File: src/rtl/wb_pkg.sv
// Shared Wishbone types and memory-window defaults for the arbiter, the memory model and the bench.
package wb_pkg;

   localparam logic [31:0] DEF_ADDR_BASE = 32'h8000_0000;
   localparam int          DEF_MEM_BYTES = 65536;

   typedef struct packed {
      logic [31:0] adr;
      logic [31:0] dat;
      logic [3:0]  sel;
      logic        we;
      logic        cyc;
      logic        stb;
   } wb_req_t;

   typedef struct packed {
      logic [31:0] dat;
      logic        ack;
      logic        err;
   } wb_rsp_t;

   typedef enum logic [1:0] {
      ST_IDLE = 2'd0,
      ST_G0   = 2'd1,
      ST_G1   = 2'd2,
      ST_ERR  = 2'd3
   } arb_state_t;

endpackage

File: src/rtl/wb_rr_pick.sv
// Two-way round-robin picker: on a tie the master that was not served last wins.
module wb_rr_pick (
   input  logic [1:0] req,
   input  logic       last,
   output logic [1:0] grant
);

   always_comb begin
      grant = req;
      if (req == 2'b11) begin
         grant = last ? 2'b01 : 2'b10;
      end
   end

endmodule

File: src/rtl/wb_mem_arbiter.sv
// Two-master Wishbone arbiter in front of the shared memory: round-robin grant,
// address rebase, window range check and per-access ack timeout.
module wb_mem_arbiter
   import wb_pkg::*;
#(
   parameter logic [31:0] ADDR_BASE = DEF_ADDR_BASE,
   parameter int          MEM_BYTES = DEF_MEM_BYTES,
   parameter int          TIMEOUT   = 256,
   parameter int          CNT_W     = $clog2(TIMEOUT) + 1
) (
   input  logic        clk,
   input  logic        reset,
   input  logic [31:0] m0_adr_i,
   input  logic [31:0] m0_dat_i,
   input  logic [3:0]  m0_sel_i,
   input  logic        m0_we_i,
   input  logic        m0_cyc_i,
   input  logic        m0_stb_i,
   output logic [31:0] m0_dat_o,
   output logic        m0_ack_o,
   output logic        m0_err_o,
   input  logic [31:0] m1_adr_i,
   input  logic [31:0] m1_dat_i,
   input  logic [3:0]  m1_sel_i,
   input  logic        m1_we_i,
   input  logic        m1_cyc_i,
   input  logic        m1_stb_i,
   output logic [31:0] m1_dat_o,
   output logic        m1_ack_o,
   output logic        m1_err_o,
   output logic [31:0] s_adr_o,
   output logic [31:0] s_dat_o,
   output logic [3:0]  s_sel_o,
   output logic        s_we_o,
   output logic        s_cyc_o,
   output logic        s_stb_o,
   input  logic [31:0] s_dat_i,
   input  logic        s_ack_i,
   output logic [1:0]  grant_o
);

   localparam logic [31:0]      MEM_LIM  = 32'(MEM_BYTES);
   localparam logic [CNT_W-1:0] CNT_LAST = CNT_W'(TIMEOUT - 1);

   arb_state_t       state_reg, state_next;
   logic             cur_reg, cur_next;
   logic             last_reg;
   logic [CNT_W-1:0] cnt_reg;

   wb_req_t     req [2];
   wb_rsp_t     rsp [2];
   wb_req_t     sel_req;
   logic [1:0]  pick;
   logic [31:0] offset;
   logic        legal;
   logic        granted;

   assign req[0] = '{adr: m0_adr_i, dat: m0_dat_i, sel: m0_sel_i, we: m0_we_i, cyc: m0_cyc_i, stb: m0_stb_i};
   assign req[1] = '{adr: m1_adr_i, dat: m1_dat_i, sel: m1_sel_i, we: m1_we_i, cyc: m1_cyc_i, stb: m1_stb_i};

   wb_rr_pick u_pick (
      .req   ({m1_cyc_i, m0_cyc_i}),
      .last  (last_reg),
      .grant (pick)
   );

   assign sel_req = req[cur_reg];
   assign offset  = sel_req.adr - ADDR_BASE;
   assign legal   = (sel_req.adr >= ADDR_BASE) && (offset < MEM_LIM);
   assign granted = (state_reg == ST_G0) || (state_reg == ST_G1);

   // Slave side is quiet outside a grant, including the one-cycle ERR response.
   assign s_cyc_o = granted & sel_req.cyc;
   assign s_stb_o = granted & sel_req.stb & legal;
   assign s_adr_o = granted ? offset : 32'h0;
   assign s_dat_o = granted ? sel_req.dat : 32'h0;
   assign s_sel_o = granted ? sel_req.sel : 4'h0;
   assign s_we_o  = granted & sel_req.we;

   assign grant_o = (state_reg == ST_IDLE) ? 2'b00 : (cur_reg ? 2'b10 : 2'b01);

   generate
      for (genvar gi = 0; gi < 2; gi++) begin : g_rsp
         logic mine;
         assign mine        = (cur_reg == 1'(gi));
         assign rsp[gi].dat = (granted && mine) ? s_dat_i : 32'h0;
         assign rsp[gi].ack = granted & mine & legal & s_ack_i;
         assign rsp[gi].err = (state_reg == ST_ERR) & mine;
      end
   endgenerate

   assign {m0_dat_o, m0_ack_o, m0_err_o} = rsp[0];
   assign {m1_dat_o, m1_ack_o, m1_err_o} = rsp[1];

   always_comb begin
      state_next = state_reg;
      cur_next   = cur_reg;
      case (state_reg)
         ST_IDLE: begin
            if (pick != 2'b00) begin
               cur_next   = pick[1];
               state_next = pick[1] ? ST_G1 : ST_G0;
            end
         end
         ST_G0, ST_G1: begin
            if (!sel_req.cyc) begin
               state_next = ST_IDLE;
            end else if (sel_req.stb && !legal) begin
               state_next = ST_ERR;
            end else if (s_stb_o && !s_ack_i && (cnt_reg == CNT_LAST)) begin
               state_next = ST_ERR;
            end
         end
         default: begin
            state_next = sel_req.cyc ? (cur_reg ? ST_G1 : ST_G0) : ST_IDLE;
         end
      endcase
   end

   always_ff @(posedge clk) begin
      if (reset) begin
         state_reg <= ST_IDLE;
         cur_reg   <= 1'b0;
         last_reg  <= 1'b1;
         cnt_reg   <= '0;
      end else begin
         state_reg <= state_next;
         cur_reg   <= cur_next;
         if ((state_reg != ST_IDLE) && (state_next == ST_IDLE)) begin
            last_reg <= cur_reg;
         end
         // Any state change (grant change or abort) restarts the timeout window.
         if (s_ack_i || (state_next != state_reg)) begin
            cnt_reg <= '0;
         end else if (s_stb_o) begin
            cnt_reg <= cnt_reg + 1'b1;
         end
      end
   end

endmodule

File: config.mk
export PLATFORM = sky130hd
export DESIGN_NAME = wb_mem_arbiter
export DESIGN_NICKNAME = d
export VERILOG_FILES = /design/src/rtl/wb_pkg.sv /design/src/rtl/wb_rr_pick.sv /design/src/rtl/wb_mem_arbiter.sv
export SDC_FILE = /design/constraint.sdc
export NUM_CORES = 1
export LEC_CHECK = 0
export BUFFER_PORTS_ARGS = -buffer_cell sky130_fd_sc_hd__clkbuf_2
export CAP_MARGIN = 40
export CELL_PAD_IN_SITES_DETAIL_PLACEMENT = 1
export CELL_PAD_IN_SITES_GLOBAL_PLACEMENT = 2
export CORE_AREA = 2 2 137 139
export DETAILED_ROUTE_END_ITERATION = 8
export DIE_AREA = 0 0 139 141
export HOLD_SLACK_MARGIN = 0.1
export PLACE_DENSITY = 0.91
export SLEW_MARGIN = 30
export SYNTH_ARGS = -nofsm -noshare
export SYNTH_HDL_FRONTEND = slang
export SYNTH_HIERARCHICAL = 1
export SYNTH_SLANG_ARGS = --single-unit
File: constraint.sdc
create_clock -name clk -period 2.7 [get_ports clk]
set_clock_uncertainty 0.1 [all_clocks]
set_input_delay 0.675 -clock clk [delete_from_list [all_inputs] [get_ports clk]]
set_output_delay 0.675 -clock clk [all_outputs]
set_load 0.05 [all_outputs]
* After elaboration in Yosys (flattened, before gate mapping) *
Cells that the tools add are included.

cells by class
  add/subtract/negate cells = 2
  magnitude comparators = 3
  equal/unequal tests = 6
  muxes and demuxes = 19
  bitwise logic cells = 14
  reduce and logical (&&, ||, !) cells = 18

operators by type and width
  cell                                                                    number
  71-bit two-way mux                                                      3
  32-bit two-way mux                                                      4
  32-bit greater-or-equal comparator, second input constant               1
  32-bit by 17-bit < comparator with 1-bit output, second input constant  1
  32-bit subtractor, second input constant                                1
  2-bit two-way mux                                                       10
  1-bit AND                                                               12
  9-bit by 1-bit adder with 9-bit output, second input constant           1
  9-bit by 8-bit == test with 1-bit output, second input constant         1
  1-bit logical AND                                                       7
  2-bit == test, second input constant                                    3
  2-bit logical NOT                                                       2
  4-bit two-way mux                                                       1
  2-bit case mux with 2 select lines                                      1
  2-bit nonzero test                                                      2
  2-bit OR reduction                                                      2
  2-bit by 1-bit == test with 1-bit output, second input constant         1
  2-bit greater-or-equal comparator, second input constant                1
  1-bit logical NOT                                                       2
  1-bit logical OR                                                        2
  2-bit != test                                                           1
  1-bit inverter with 2-bit output                                        1
  2-bit AND reduction                                                     1
  1-bit inverter                                                          1

word-level totals
  bits in registers = 13
  output and inout bits = 141
  logic and storage cells = 66

* Logic depth before layout (Yosys ltp) *
  depth after elaboration = 17
  gate-level depth with buffers = 9
  depth with buffers taken out = 9

* By module *
The synthesis kept the hierarchy.

modules (own cells, without submodules)
  module          times used  cells each  area each (um^2)  sequential area each (um^2)
  wb_mem_arbiter  1           349         2,458.6           260.2
  wb_rr_pick      1           3           18.8              0.0

* Least setup slack after synthesis *
OpenSTA, ideal clock, no wires.

  path type = reg2out
  from = register state_reg[0]
  to = output port m0_ack_o
  arrival = 2.947 ns
  required time = 1.925 ns
  path slack = -1.022 ns
  stages on the path, launching flop included = 7
  buffers on the path = 2
  cells stage by stage = dfxtp_1 inv_1 ha_1 clkbuf_1 clkinv_1 clkbuf_1 nor4_1

between the ends
  word-level cells in the longest chain between the ends = 5

RTL lines
  element                                                                    RTL line               text
  from (decl)                                                                wb_mem_arbiter.sv:45   arb_state_t state_reg, state_next;
  from (signal assigned)                                                     wb_mem_arbiter.sv:127  state_reg <= state_next;
  2-bit by 1-bit == test with 1-bit output or 2-bit == test (tied branches)  wb_mem_arbiter.sv:70   assign granted = (state_reg == ST_G0) || (state_reg == ST_G1);
  1-bit logical OR *                                                         wb_mem_arbiter.sv:70
  1-bit AND * (3 in a row)                                                   wb_mem_arbiter.sv:87   assign rsp[gi].ack = granted & mine & legal & s_ack_i;
  to (decl)                                                                  wb_mem_arbiter.sv:20   output logic m0_ack_o,

Mark *: on every way between the ends. The rest lies on a longest branch, timed or not.

* Worst setup path in the final report *
  from = input port m1_adr_i[27]
  to = output port m1_ack_o

between the ends
  word-level cells in the longest chain between the ends = 8

RTL lines
  element                                                  RTL line              text
  from (decl)                                              wb_mem_arbiter.sv:22  input logic [31:0] m1_adr_i,
  71-bit two-way mux (implied by the code) * (3 in a row)  wb_mem_arbiter.sv:67  assign sel_req = req[cur_reg];
  32-bit subtractor                                        wb_mem_arbiter.sv:68  assign offset = sel_req.adr - ADDR_BASE;
  32-bit by 17-bit < comparator with 1-bit output          wb_mem_arbiter.sv:69  assign legal = (sel_req.adr >= ADDR_BASE) && (offset < MEM_LIM);
  1-bit logical AND *                                      wb_mem_arbiter.sv:69
  1-bit AND * (2 in a row)                                 wb_mem_arbiter.sv:87
  to (decl)                                                wb_mem_arbiter.sv:29  output logic m1_ack_o,

Mark *: on every way between the ends. The rest lies on a longest branch, timed or not. The select of a mux whose other input is x is not followed.

==> results.tsv <==
stage	metric	value	unit
yosys	Ys Warns	6	
timing	minimum clock period	2760	ps
setup_path	nature of the critical path startpoint	input pin	
placement	port bufs	317	
cells_and_area	layout cell share with drive strength beyond 1	62.2	%
yosys	Synth Cell Area	2480	um2
cells_and_area	Reg area	264	um2
global_routing	global-route wire length before repair	20.5	mm
placement	Setup WS pre-CTS	-209	ps
floorplan	area of the core	18300	um2
global_routing	largest net degree at the start of global routing	64	
floorplan	die area	19600	um2
global_routing	total track usage	12.8	%
timing	RSZ-0062 raised after global routing	true	
yosys	Post-synth top cells	85 x nor2_1, 69 x mux2i_1, 37 x and3_1	
worst_hold_path	type of the tightest min-delay check	register to register	
clocking	Root Driver	clkbuf_16	
cells_and_area	antenna cells	0	
yosys	Post-Syn Nets	534	
setup_path	crit path DAT	1990	ps
yosys	ys async rst share	0	%
timing	total negative slack	-63.3	ps
routing	drt total wl	13.9	mm
global_routing	vias in the first global route	3847	
timing	Max Clk Rate	0.362	GHz
yosys	post-synth top area share	27.9	%
clocking	# clock sinks	13	
setup_path	Cell Chain, Critical Path	buf_6 > nor4_4 > buf_4 > and4_4 > o22ai_4 > buf_6 > nor3_4 > buf_12	
placement	Placer Congestion	0.780	
yosys	top cell type by total area after synthesis	mux2i_1	
cells_and_area	nets@finish	852	
yosys	Most used DFF post-synth	dfxtp_1	
clocking	clk_lat worst skew	240	ps
setup_path	maximum fanout along the worst path	3	
routing	vias	3788	
setup_path	Required @ worst endpoint	1920	ps
global_routing	initial antenna violation count	0	
yosys	synth unique cells	49	
setup_path	crit path capture type	output port	
status	failing checks	setup timing	
cells_and_area	Util after Layout	29.8	%
yosys	Avg Cell Area, Syn	7.04	um2
power_and_ir_drop	Overall Power	6.83	mW
setup_path	R2R Setup Slk	180	ps
clocking	htree depth	1	
timing	Tightest Pin Transition	645	ps
power_and_ir_drop	Static Leakage	2.76	nW
setup_path	cell mode on critical path	buf_6	
status	outcome	complete, but fails checks	
cells_and_area	area grow syn2layout	120	%
flow_run	Max-Cap Viols	0	
yosys	Yosys reg bits	13	
cells_and_area	fill cell count	2269	
timing	setup violators final	1	
clocking	TritonCTS clock tree	done	
power_and_ir_drop	Pwr Density	1250	nW/um2
routing	initial drt markers	112	
routing	DR pass1 iterations	4	
yosys	Synth area leaders	mux2i_1 28%, nor2_1 13%, dfxtp_1 11%	
timing	final hold slack	413	ps
timing	crit share post-route	102	%
floorplan	row count	50	
floorplan	Die Wd	139	um
yosys	sequential share of the synthesized area	10.5	%
yosys	EDFF count, synth	0	
placement	post-detail-place hpwl	11.5	mm
setup_path	worst stage delay on the critical path	260	ps
clocking	Worst-path clk slew	40	ps
global_routing	grt total ovfl	0	
yosys	top-count cell post-synth	nor2_1	
clocking	Post-CTS Hold Buffers	0	
setup_path	Crit Path Category	input pin to output port	
floorplan	Die H	141	um
yosys	cells after synthesis	352	
clocking	Max clock buf depth	2	
routing	Avg WL per Cell	15.4	um
cells_and_area	max reg flops	9	
power_and_ir_drop	VDD IR-drop max	0.550	mV
routing	Via density	4.19	
timing	worst setup margin	-63.3	ps
timing	Final Max Tran Viols	0	
timing	Slew headroom	56.5	%
floorplan	initial core utilization	13.6	%
timing	Final Hold Viols	0	
setup_path	Slowest cell on crit path	nor4_4	
cells_and_area	area of the multi-input gates	2310	um2
clocking	CTS Buf Count	3	
floorplan	IO Pins	318	
routing	post-route ant nets	0	
routing	DRC viols	0	
-- power by group --
group          internal (mW)  switching, mW
registers              0.218         0.0304
logic                   2.08           4.22
clock network          0.199         0.0838
total                   2.50           4.34
-- worst max-delay path: cells and delay by family --
family / cells / cell delay (ps)
AOI/OAI and AO/OA: 1 / 110
and+or+nand+nor: 3 / 660
buffers and inverters: 4 / 540
-- logic make-up (layout without fill, tap and decap cells) --
kind of cell | count (synthesis) | after routing | synth area share [%]
fa+ha+maj | 5 | 5 | 2.53
buf+inv | 37 | 354 | 6.41
compound gates | 24 | 24 | 8.64
simple gates | 194 | 194 | 40.2
flops | 13 | 13 | 10.5
xor+xnor | 8 | 8 | 2.83
mux | 71 | 71 | 28.9
-- path summary, 6_finish.rpt --
path / from / to / cells after the start
worst max register to register: cur_reg / cnt_reg[8] / 8
worst min-delay path: cnt_reg[7] / cnt_reg[7] / 2
worst max-delay path: m1_adr_i[27] / m1_ack_o / 8
worst min register to register: cnt_reg[7] / cnt_reg[7] / 2
-- through the flow --
stage | instance area [um2] | cells
global placement | 5090 | 894
floorplan | 2650 | 352
detailed placement | 5090 | 894
global route | 5450 | 903
CTS | 5310 | 901
finish | 5450 | 903
-- cell type report --
| type | instances | area share, % |
|---|---|---|
| repair buffers | 341 | 45.2 |
| multi-input cells | 302 | 42.5 |
| well taps | 234 | 5.37 |
| flip-flops and latches | 13 | 4.84 |
| clock buffers | 4 | 1.45 |
| inverters | 9 | 0.643 |
-- cell usage in the layout, fill, tap and decap left out, types with 7 or more instances in the layout --
cell type  netlist  layout
and2_2           0      30
clkbuf_2         0     251
dfxtp_1         13      12
buf_12           0      37
inv_1            8       8
nand2_1          8       8
nor2_2           0      10
and3_1          37      37
nor2_1          85      64
buf_6            1       7
clkbuf_4         0      29
nor2_4           0      11
mux2i_1         69      69
buf_4            1      15
-- per-layer routing --
| metal | vias up | share of wire [%] | global-route usage [%] |
|---|---|---|---|
| li1 | 1856 | - | - |
| met1 | 1724 | 39 | 15.6 |
| met2 | 195 | 51 | 23.5 |
| met3 | 13 | 8.7 | 2.62 |
| met4 | 0 | 1.4 | 2.45 |
| met5 | - | 0 | 0 |
-- timing repair --
item                                    CTS  global route
pin swaps                                 5             6
endpoints found under the hold margin     0             0
resized for setup                        24            52
cloned                                    1             1
endpoints found under the setup margin   30            46
setup buffers                             2             2
No activity file was read; power rests on OpenSTA's default activity.
